$ cat config.mk
export PLATFORM = sky130hd
export DESIGN_NAME = branch_seq
export DESIGN_NICKNAME = d
export VERILOG_FILES = /design/src/rtl/branch_seq_pkg.sv /design/src/rtl/branch_seq_stats.sv /design/src/rtl/branch_seq.sv
export SDC_FILE = /design/constraint.sdc
export NUM_CORES = 1
export LEC_CHECK = 0
export BUFFER_PORTS_ARGS = -buffer_cell sky130_fd_sc_hd__buf_2
export CORE_ASPECT_RATIO = 0.6
export CORE_UTILIZATION = 44
export DETAILED_ROUTE_END_ITERATION = 6
export GPL_TIMING_DRIVEN = 0
export PLACE_DENSITY_LB_ADDON = 0.12
export SETUP_SLACK_MARGIN = 0.3
export SKIP_LAST_GASP = 1
export SLEW_MARGIN = 10
export SYNTH_ARGS = -nofsm -noshare
export SYNTH_HDL_FRONTEND = slang
export SYNTH_SLANG_ARGS = --single-unit
export TNS_END_PERCENT = 10
$ cat constraint.sdc
create_clock -name clk -period 1.7 [get_ports clk]
set_input_delay 0.085 -clock clk [delete_from_list [all_inputs] [get_ports clk]]
set_output_delay 0.085 -clock clk [all_outputs]
set_load 0.005 [all_outputs]
$ cat src/rtl/branch_seq_pkg.sv
// branch_seq_pkg: shared definitions for the EX branch sequencer.
//   - br_kind encodings (3 bits; 6 and 7 are illegal)
//   - sequencer state encoding
//   - quick-compare select constants and the kind -> select mapping
package branch_seq_pkg;

  localparam logic [2:0] BR_NE  = 3'd0;
  localparam logic [2:0] BR_EQ  = 3'd1;
  localparam logic [2:0] BR_LEZ = 3'd2;
  localparam logic [2:0] BR_GTZ = 3'd3;
  localparam logic [2:0] BR_GEZ = 3'd4;
  localparam logic [2:0] BR_LTZ = 3'd5;

  // Compare selects driven to the qc unit (select_qc_* encodings).
  localparam logic [5:0] SELECT_QC_NE  = 6'b000001;
  localparam logic [5:0] SELECT_QC_EQ  = 6'b000010;
  localparam logic [5:0] SELECT_QC_LEZ = 6'b000100;
  localparam logic [5:0] SELECT_QC_GTZ = 6'b001000;
  localparam logic [5:0] SELECT_QC_GEZ = 6'b010000;
  localparam logic [5:0] SELECT_QC_LTZ = 6'b100000;

  typedef enum logic [1:0] {
    ST_IDLE      = 2'd0,
    ST_WAIT_OPND = 2'd1,
    ST_EVAL      = 2'd2,
    ST_REDIRECT  = 2'd3
  } state_e;

  function automatic logic kind_legal(input logic [2:0] kind);
    return kind <= BR_LTZ;
  endfunction

  function automatic logic [5:0] kind_to_sel(input logic [2:0] kind);
    logic [5:0] sel;
    case (kind)
      BR_NE:   sel = SELECT_QC_NE;
      BR_EQ:   sel = SELECT_QC_EQ;
      BR_LEZ:  sel = SELECT_QC_LEZ;
      BR_GTZ:  sel = SELECT_QC_GTZ;
      BR_GEZ:  sel = SELECT_QC_GEZ;
      BR_LTZ:  sel = SELECT_QC_LTZ;
      default: sel = SELECT_QC_NE;
    endcase
    return sel;
  endfunction

endpackage

$ cat src/rtl/branch_seq_stats.sv
// branch_stats: three saturating event counters for the branch sequencer.
// Ports:
//   clk, reset_n          clock, async active-low reset (counters clear only here)
//   inc_taken/ntaken/stall one-cycle increment strobes
//   stat_taken/ntaken/stall counter values, saturate at all-ones
module branch_stats #(
  parameter int STAT_W = 16
) (
  input  logic              clk,
  input  logic              reset_n,
  input  logic              inc_taken,
  input  logic              inc_ntaken,
  input  logic              inc_stall,
  output logic [STAT_W-1:0] stat_taken,
  output logic [STAT_W-1:0] stat_ntaken,
  output logic [STAT_W-1:0] stat_stall
);

  logic [STAT_W-1:0] taken_q, taken_d;
  logic [STAT_W-1:0] ntaken_q, ntaken_d;
  logic [STAT_W-1:0] stall_q, stall_d;

  function automatic logic [STAT_W-1:0] sat_inc(input logic [STAT_W-1:0] v, input logic en);
    if (en && (v != {STAT_W{1'b1}})) return v + STAT_W'(1);
    return v;
  endfunction

  always_comb begin
    taken_d  = sat_inc(taken_q, inc_taken);
    ntaken_d = sat_inc(ntaken_q, inc_ntaken);
    stall_d  = sat_inc(stall_q, inc_stall);
  end

  always_ff @(posedge clk or negedge reset_n) begin
    if (!reset_n) begin
      taken_q  <= '0;
      ntaken_q <= '0;
      stall_q  <= '0;
    end else begin
      taken_q  <= taken_d;
      ntaken_q <= ntaken_d;
      stall_q  <= stall_d;
    end
  end

  assign stat_taken  = taken_q;
  assign stat_ntaken = ntaken_q;
  assign stat_stall  = stall_q;

endmodule

$ cat src/rtl/branch_seq.sv
// branch_seq: sequences conditional-branch resolution in EX around the
// quick-compare (qc) unit.
// Inputs : clk, reset_n (async active-low), br_req, br_kind[2:0],
//          br_target[31:0], opnd_ready, qc_result, fetch_ready
// Outputs: qc_sel[5:0], stall_ex, redirect_valid, redirect_pc[31:0],
//          br_illegal / br_timeout (one-cycle pulses),
//          stat_taken/stat_ntaken/stat_stall[STAT_W-1:0],
//          dbg_state (current sequencer state)
// Handshake: a redirect transfers on any rising edge where redirect_valid
// and fetch_ready are both 1; redirect_valid and redirect_pc do not change
// until that edge, and redirect_valid drops the following cycle.
// Optional feature: define BRANCH_STATS_EN to build the statistics counters;
// otherwise the stat_* outputs are tied to 0.
module branch_seq
  import branch_seq_pkg::*;
#(
  parameter int WAIT_MAX = 15,
  parameter int STAT_W   = 16
) (
  input  logic              clk,
  input  logic              reset_n,
  input  logic              br_req,
  input  logic [2:0]        br_kind,
  input  logic [31:0]       br_target,
  input  logic              opnd_ready,
  input  logic              qc_result,
  input  logic              fetch_ready,
  output logic [5:0]        qc_sel,
  output logic              stall_ex,
  output logic              redirect_valid,
  output logic [31:0]       redirect_pc,
  output logic              br_illegal,
  output logic              br_timeout,
  output logic [STAT_W-1:0] stat_taken,
  output logic [STAT_W-1:0] stat_ntaken,
  output logic [STAT_W-1:0] stat_stall,
  output state_e            dbg_state
);

  localparam int CNT_W = $clog2(WAIT_MAX + 1);
  // Last counter value before the increment that reaches WAIT_MAX.
  localparam logic [CNT_W-1:0] WAIT_LAST = CNT_W'(WAIT_MAX - 1);

  state_e            state_q, state_d;
  logic [CNT_W-1:0]  wait_cnt_q, wait_cnt_d;
  logic [5:0]        qc_sel_q, qc_sel_d;
  logic [31:0]       target_q, target_d;
  logic [31:0]       redirect_pc_q, redirect_pc_d;
  logic              br_illegal_q, br_illegal_d;
  logic              br_timeout_q, br_timeout_d;

  always_comb begin
    state_d       = state_q;
    wait_cnt_d    = wait_cnt_q;
    qc_sel_d      = qc_sel_q;
    target_d      = target_q;
    redirect_pc_d = redirect_pc_q;
    br_illegal_d  = 1'b0;
    br_timeout_d  = 1'b0;

    case (state_q)
      ST_IDLE: begin
        if (br_req) begin
          if (kind_legal(br_kind)) begin
            target_d   = br_target;
            qc_sel_d   = kind_to_sel(br_kind);
            wait_cnt_d = '0;
            state_d    = opnd_ready ? ST_EVAL : ST_WAIT_OPND;
          end else begin
            br_illegal_d = 1'b1;
          end
        end
      end
      ST_WAIT_OPND: begin
        wait_cnt_d = wait_cnt_q + CNT_W'(1);
        // opnd_ready takes priority over the abort on the final cycle.
        if (opnd_ready) begin
          state_d = ST_EVAL;
        end else if (wait_cnt_q == WAIT_LAST) begin
          br_timeout_d = 1'b1;
          state_d      = ST_IDLE;
        end
      end
      ST_EVAL: begin
        if (qc_result) begin
          redirect_pc_d = target_q;
          state_d       = ST_REDIRECT;
        end else begin
          state_d = ST_IDLE;
        end
      end
      ST_REDIRECT: begin
        if (fetch_ready) state_d = ST_IDLE;
      end
      default: state_d = ST_IDLE;
    endcase
  end

  always_ff @(posedge clk or negedge reset_n) begin
    if (!reset_n) begin
      state_q       <= ST_IDLE;
      wait_cnt_q    <= '0;
      qc_sel_q      <= SELECT_QC_NE;
      target_q      <= '0;
      redirect_pc_q <= '0;
      br_illegal_q  <= 1'b0;
      br_timeout_q  <= 1'b0;
    end else begin
      state_q       <= state_d;
      wait_cnt_q    <= wait_cnt_d;
      qc_sel_q      <= qc_sel_d;
      target_q      <= target_d;
      redirect_pc_q <= redirect_pc_d;
      br_illegal_q  <= br_illegal_d;
      br_timeout_q  <= br_timeout_d;
    end
  end

  assign qc_sel         = qc_sel_q;
  assign stall_ex       = (state_q != ST_IDLE);
  assign redirect_valid = (state_q == ST_REDIRECT);
  assign redirect_pc    = redirect_pc_q;
  assign br_illegal     = br_illegal_q;
  assign br_timeout     = br_timeout_q;
  assign dbg_state      = state_q;

`ifdef BRANCH_STATS_EN
  branch_stats #(.STAT_W(STAT_W)) u_stats (
    .clk         (clk),
    .reset_n     (reset_n),
    .inc_taken   ((state_q == ST_EVAL) && qc_result),
    .inc_ntaken  ((state_q == ST_EVAL) && !qc_result),
    .inc_stall   (stall_ex),
    .stat_taken  (stat_taken),
    .stat_ntaken (stat_ntaken),
    .stat_stall  (stat_stall)
  );
`else
  assign stat_taken  = '0;
  assign stat_ntaken = '0;
  assign stat_stall  = '0;
`endif

endmodule

==> metrics.cfg, run 1 <==
[timing]
finalSetupViolCount = 0
skew_ps = 4.43
fin_crit_ps = 1640
maxSlewViolCount = 0
fin_crit_sh_pct = 96.6
clock.fmax_mhz = 609
rsz0062_at_grt = yes
hold_viol = 0

[synthesis]
syn_area_per_cell_um2 = 14.0
yosysSeqAreaShare_pct = 54.9
synth_edf_count = 0
netlist_area_um2 = 3560
ys_warn_count = 0
ys_seq_elements = 78
async_flop_share_pct = 100
synth_top_flop_cell = dfrtp_1
syn_inst = 255
yosysUniqueCellTypes = 33

[worst_setup_path]
critPathCaptureType = flop
r2r-start = dbg_state[1]
cp.arrival_ps = 1850
required_ps = 1910
r2r_setup_slack_ps = 60
r2r_cells = 5
cp-start-kind = flop
path_class = flop to flop
cp_max_fo = 10
r2r_end = target_q[20]

[global_route]
antenna_found_initial = 0
grt_max_degree = 66
grt_usage_pct = 17.9
grt_pass1_vias = 2282
grt_pass1_wl_um = 11400
grt_remaining_overflow = 0

[power]
p_total_mw = 8.18
power.density_nw_per_um2 = 1620
cellLeakagePower_nw = 2.65
p_switching_mw = 2.21
p_comb_share_pct = 34.5
ir_drop_uv = 842
p_seq_share_pct = 39.9
sw_frac_of_total_pct = 27.0
internal_power_mw = 5.97
clock_power_share_pct = 25.6

[layout]
num_antenna_cells = 0
final_nets = 477
multiInputGateArea_um2 = 1350
fillers = 568
area_growth_syn_to_layout_pct = 41.8
final_layout_size_suffix_gt1_share_pct = 51.9
regArea_um2 = 1950
fin_cells = 543

[clock_tree]
htreeDepth = 3
cts_tree = built
path_clk_slew_ps = 50
clock-sinks = 78
clock_path_buffers = 2
clkLatencyLatePin_ps = 330
cts_buffers = 9
cts-root-buf = clkbuf_16

[die]
initial_core_util_pct = 47.2
ioPinCount = 133
die_w_um = 118
dieArea_um2 = 8470
row_count = 24
coreArea_um2 = 7540
die_y_um = 71.7

[routing]
antenna_left = 0
via_count = 2366
wl_per_cell_um = 13.1
drtPass1Iterations = 4
wl_um = 7120
via_per_inst = 4.36
drcViolationCount = 0
drt_iter0_markers = 69

[job]
maxCapViolations = 0

[place]
hpwl_um = 4910
port_buffers = 83
place.gp.congestion = 0.713
dp.cells = 490

[outcome]
outcome = finished clean

[worst_hold_path]
hold_end = qc_sel[1]
whs_path_depth = 2
hp-class = input port to flop
worstHoldStart = br_kind[0]

## power by group through the flow
stage          clock network (mW)  logic (mW)  registers (mW)
6_report                     2.09        2.82            3.27
5_1_grt                      2.24        3.08            3.38
4_1_cts                      2.16        2.84            3.27
3_5_place_dp                    0        2.70            3.29
3_3_place_gp                    0        2.63            3.25
2_1_floorplan                   0        1.78            3.25
## repair_timing
item,4_1_cts,5_1_grt
hold endpoints to repair,110,0
gates cloned,0,0
endpoints found under the setup margin,70,76
setup buffers,3,0
hold buffers,34,0
pin swaps,1,0
resized for setup,3,4
## placed cells by master, fill, tap and decap left out, types with 2 or more instances in the layout
cell type	synthesis	layout
a22o_1	4	4
and2_1	2	2
buf_12	0	2
buf_2	4	86
buf_4	48	52
buf_8	0	2
bufinv_16	0	2
clkbuf_1	3	3
clkbuf_16	0	9
clkbuf_8	0	3
conb_1	1	48
dfrtp_1	77	77
dlygate4sd3_1	0	34
ha_1	2	2
inv_1	3	3
mux2_2	36	36
mux2_4	28	28
nand2_1	8	8
nand2b_1	3	2
nand3_1	4	4
nor2_1	4	4
o21ai_0	3	3
o311ai_0	4	4
o31ai_1	2	2
or3_1	2	2
## final cells by class
cell class,instances,area share [%]
buffer,59,9.17
clock buffer,13,5.36
clock inverter,3,1.29
inverter,3,0.223
multi-input combinational,162,26.7
sequential,78,38.7
tap,104,2.58
timing repair buffer,121,16.0
## worst max path at each step
| stage | startpoint | endpoint | slack [ps] |
|---|---|---|---|
| after floorplan | dbg_state[0] | target_q[10] | 100 |
| after global placement | dbg_state[0] | target_q[25] | -5 |
| after detailed placement | dbg_state[0] | target_q[28] | -4 |
| after CTS | dbg_state[1] | target_q[20] | 50 |
| after global routing | dbg_state[1] | target_q[20] | 20 |
| final | dbg_state[1] | target_q[20] | 60 |
## kinds of logic after synthesis
kind of cell	synth area share [%]
muxes	23.5
and+or+nand+nor	4.11
DFF	54.9
AOI/OAI and AO/OA	4.15
buffers and inverters	12.6
other	0.105
adders and majority gates	0.703
## metrics by stage
stage	hold WS, ps	worst slack [ps]	utilization, %	TNS, ps	area, um^2
5_1_grt	77.3	15.2	66.9	0	5050
4_1_cts	43.6	52.4	66.8	0	5040
2_1_floorplan	-211	97.7	-	0	3750
3_3_place_gp	317	-5.49	57.0	-20.6	4300
6_report	62.1	57.8	66.9	0	5050
3_5_place_dp	-47.5	-4.18	57.4	-5.02	4330
## flip-flops by register name, indices dropped and copies added (netlist names)
signal and cells:
qc_sel 6, wait_cnt_q 4, target_q 32, br_timeout 1
br_illegal 1, redirect_pc 32, dbg_state 2
## synth_stat cells, drive strengths merged, types with 2 or more instances
cell type / n / area share, %
nand3: 4 / 0.56
o21ai: 3 / 0.42
nand2: 8 / 0.84
buf: 56 / 12
nand2b: 3 / 0.53
o31ai: 2 / 0.42
ha: 2 / 0.70
or3: 2 / 0.35
o311ai: 4 / 0.98
clkbuf: 3 / 0.32
and2: 2 / 0.35
inv: 3 / 0.32
a22o: 4 / 0.98
nor2: 4 / 0.42
dfrtp: 77 / 54
mux2: 64 / 23
## critical path: stages (launching register included)
cell	delay, ps
dfrtp_1	390
or3b_4	400
nand2b_4	150
buf_8	130
buf_12	150
mux2_4	300
## metal layers
metal,share of wire (%),global-route usage (%),vias up
li1,-,-,1150
met1,49,24.6,1116
met2,43,26.1,90
met3,7.3,6.53,10
met4,1.4,6.41,0
met5,0,0,-
No activity file was read; power rests on OpenSTA's default activity.
==> run 2, diff against run 1 <==
- CTS_BUF_LIST: default -> sky130_fd_sc_hd__clkbuf_16
- clock period: 1.7 -> 1.47 ns (I/O delays scaled with it)
==> run 2 against run 1 <==
The run now ends with negative setup slack left. Sequential power grew 16%. Non-clock buffer count grew 3. Via count up 0.89%. First-iteration DRC count grew 14%. Flip-flop and latch count unchanged. Maximum frequency barely moved. Worst setup slack lost 230 ps. Critical path type unchanged. Critical endpoint unchanged. Largest cell class unchanged. Largest power group unchanged. Highest routed layer unchanged.
==> metrics.cfg, run 2 (same netlist as run 1, synthesis figures left out) <==
[die]
die_y_um = 71.7
die_w_um = 118
ioPinCount = 133
dieArea_um2 = 8470
coreArea_um2 = 7540
initial_core_util_pct = 47.2
row_count = 24

[worst_setup_path]
critical_path.top_delay_family = simple AND/OR/NAND/NOR gates
cp_num_buf_inv = 2
required_ps = 1680
slowest_delay_ps = 400
crit_chain = or3b_4 -> nand2b_4 -> buf_8 -> buf_12 -> mux2_4
cp-start-kind = flop
r2r_setup_slack_ps = -170
cp_max_fo = 10
path_class = flop to flop
cp.arrival_ps = 1850
slowest_stage = or3b_4
critPathCaptureType = flop

[clock_tree]
clkLatencyLatePin_ps = 330
clock-sinks = 78
cts_buffers = 9
path_clk_slew_ps = 50
clock_path_buffers = 2
cts-root-buf = clkbuf_16
cts_tree = built
htreeDepth = 3

[layout]
num_antenna_cells = 0
fillers = 564
multiInputGateArea_um2 = 1350
regArea_um2 = 1950
fin_cells = 546
layout_commonest_cell = buf_2
final_nets = 480
area_growth_syn_to_layout_pct = 42.3
most-common-layout-cells = buf_2, dfrtp_1, buf_4, conb_1, mux2_2
final_layout_size_suffix_gt1_share_pct = 51.8

[timing]
hold_viol = 0
finalSetupViolCount = 65
layout_setup_ws_ps = -173
skew_ps = 3.97
finalSetupTns_ps = -6720
fin_crit_ps = 1640
clock.fmax_mhz = 609
fin_crit_sh_pct = 112
maxSlewViolCount = 0
rsz0062_at_grt = yes

[worst_hold_path]
hp-class = input port to flop

[routing]
drtPass1Iterations = 4
drcViolationCount = 0
antenna_left = 0
wl_per_cell_um = 13.2
wl_met2_um = 3120
via_per_inst = 4.37
met3_wirelength_um = 492
drt_iter0_markers = 79
wl_um = 7190
wl_met1_um = 3520
top_layer = met4
via_count = 2387

[global_route]
grt_remaining_overflow = 0
grt_pass1_vias = 2281
grt_max_degree = 66
grt_usage_pct = 17.8
grt_pass1_wl_um = 11400
antenna_found_initial = 0

[power]
cellLeakagePower_nw = 2.66
p_switching_mw = 2.58
sw_frac_of_total_pct = 27.3
p_total_mw = 9.45
clock_power_share_pct = 23.9
p_comb_share_pct = 36.1
power.density_nw_per_um2 = 1870
internal_power_mw = 6.86
ir_drop_uv = 1030
p_seq_share_pct = 40.0

[place]
hpwl_um = 4910
place.gp.congestion = 0.713
dp.cells = 490
port_buffers = 83

[outcome]
violations = negative setup slack
outcome = finished with violations

[job]
maxCapViolations = 0

-- run 2: cell types whose count changed in the layout (fill, tap and decap cells not counted) --
cell      delta
buf_6        +4
clkbuf_8     -3
clkinv_1     +3
buf_4        +2
clkbuf_1     -2
buf_2        -1
clkbuf_2     -1
inv_1        +1
or2_2        -1
or2_4        +1
-- run 2: power by group through the flow --
stage          Sequential (mW)  Combinational, mW  Clock, mW
3_3_place_gp              3.76               3.04          0
5_1_grt                   3.91               3.72       2.42
6_report                  3.78               3.41       2.25
3_5_place_dp              3.81               3.12          0
2_1_floorplan             3.75               2.05          0
4_1_cts                   3.78               3.29       2.33
-- run 2: final timing paths --
check | from | to | depth (start not counted)
min in group asynchronous | reset_n | target_q[23] | 2
max in group asynchronous | reset_n | qc_sel[0] | 3
setup / recovery | dbg_state[1] | target_q[20] | 5
setup reg to reg | dbg_state[1] | target_q[20] | 5
hold reg to reg | redirect_pc[16] | redirect_pc[16] | 1
hold / removal | br_kind[0] | qc_sel[1] | 2
-- run 2: cell type report --
class | instances | area share (%)
inverter | 3 | 0.222
buffer | 59 | 9.41
timing repair buffer | 124 | 16.6
multi-input combinational | 162 | 26.6
clock inverter | 7 | 1.58
clock buffer | 9 | 4.45
sequential | 78 | 38.6
tap | 104 | 2.57
-- run 2: through the flow --
step | setup WS (ps) | hold slack, ps | instance area (um^2) | util, %
floorplan | -132 | -222 | 3750 | -
global placement | -235 | 306 | 4300 | 57.0
detailed placement | -234 | -59.0 | 4330 | 57.4
CTS | -177 | 34.2 | 5010 | 66.4
global route | -215 | 66.3 | 5060 | 67.2
finish | -173 | 59.2 | 5060 | 67.2
-- run 2: layer usage --
metal	vias up	track usage [%]
met2	85	26.1
met1	1140	24.7
met4	0	5.56
met3	6	6.77
li1	1156	-
met5	-	0
-- run 2: timing repair --
action	4_1_cts	5_1_grt
cloned	0	0
hold endpoints to repair	110	0
pin swaps	1	0
setup endpoints to repair	77	80
hold buffers	34	0
setup buffers	3	3
gates resized for setup	3	17
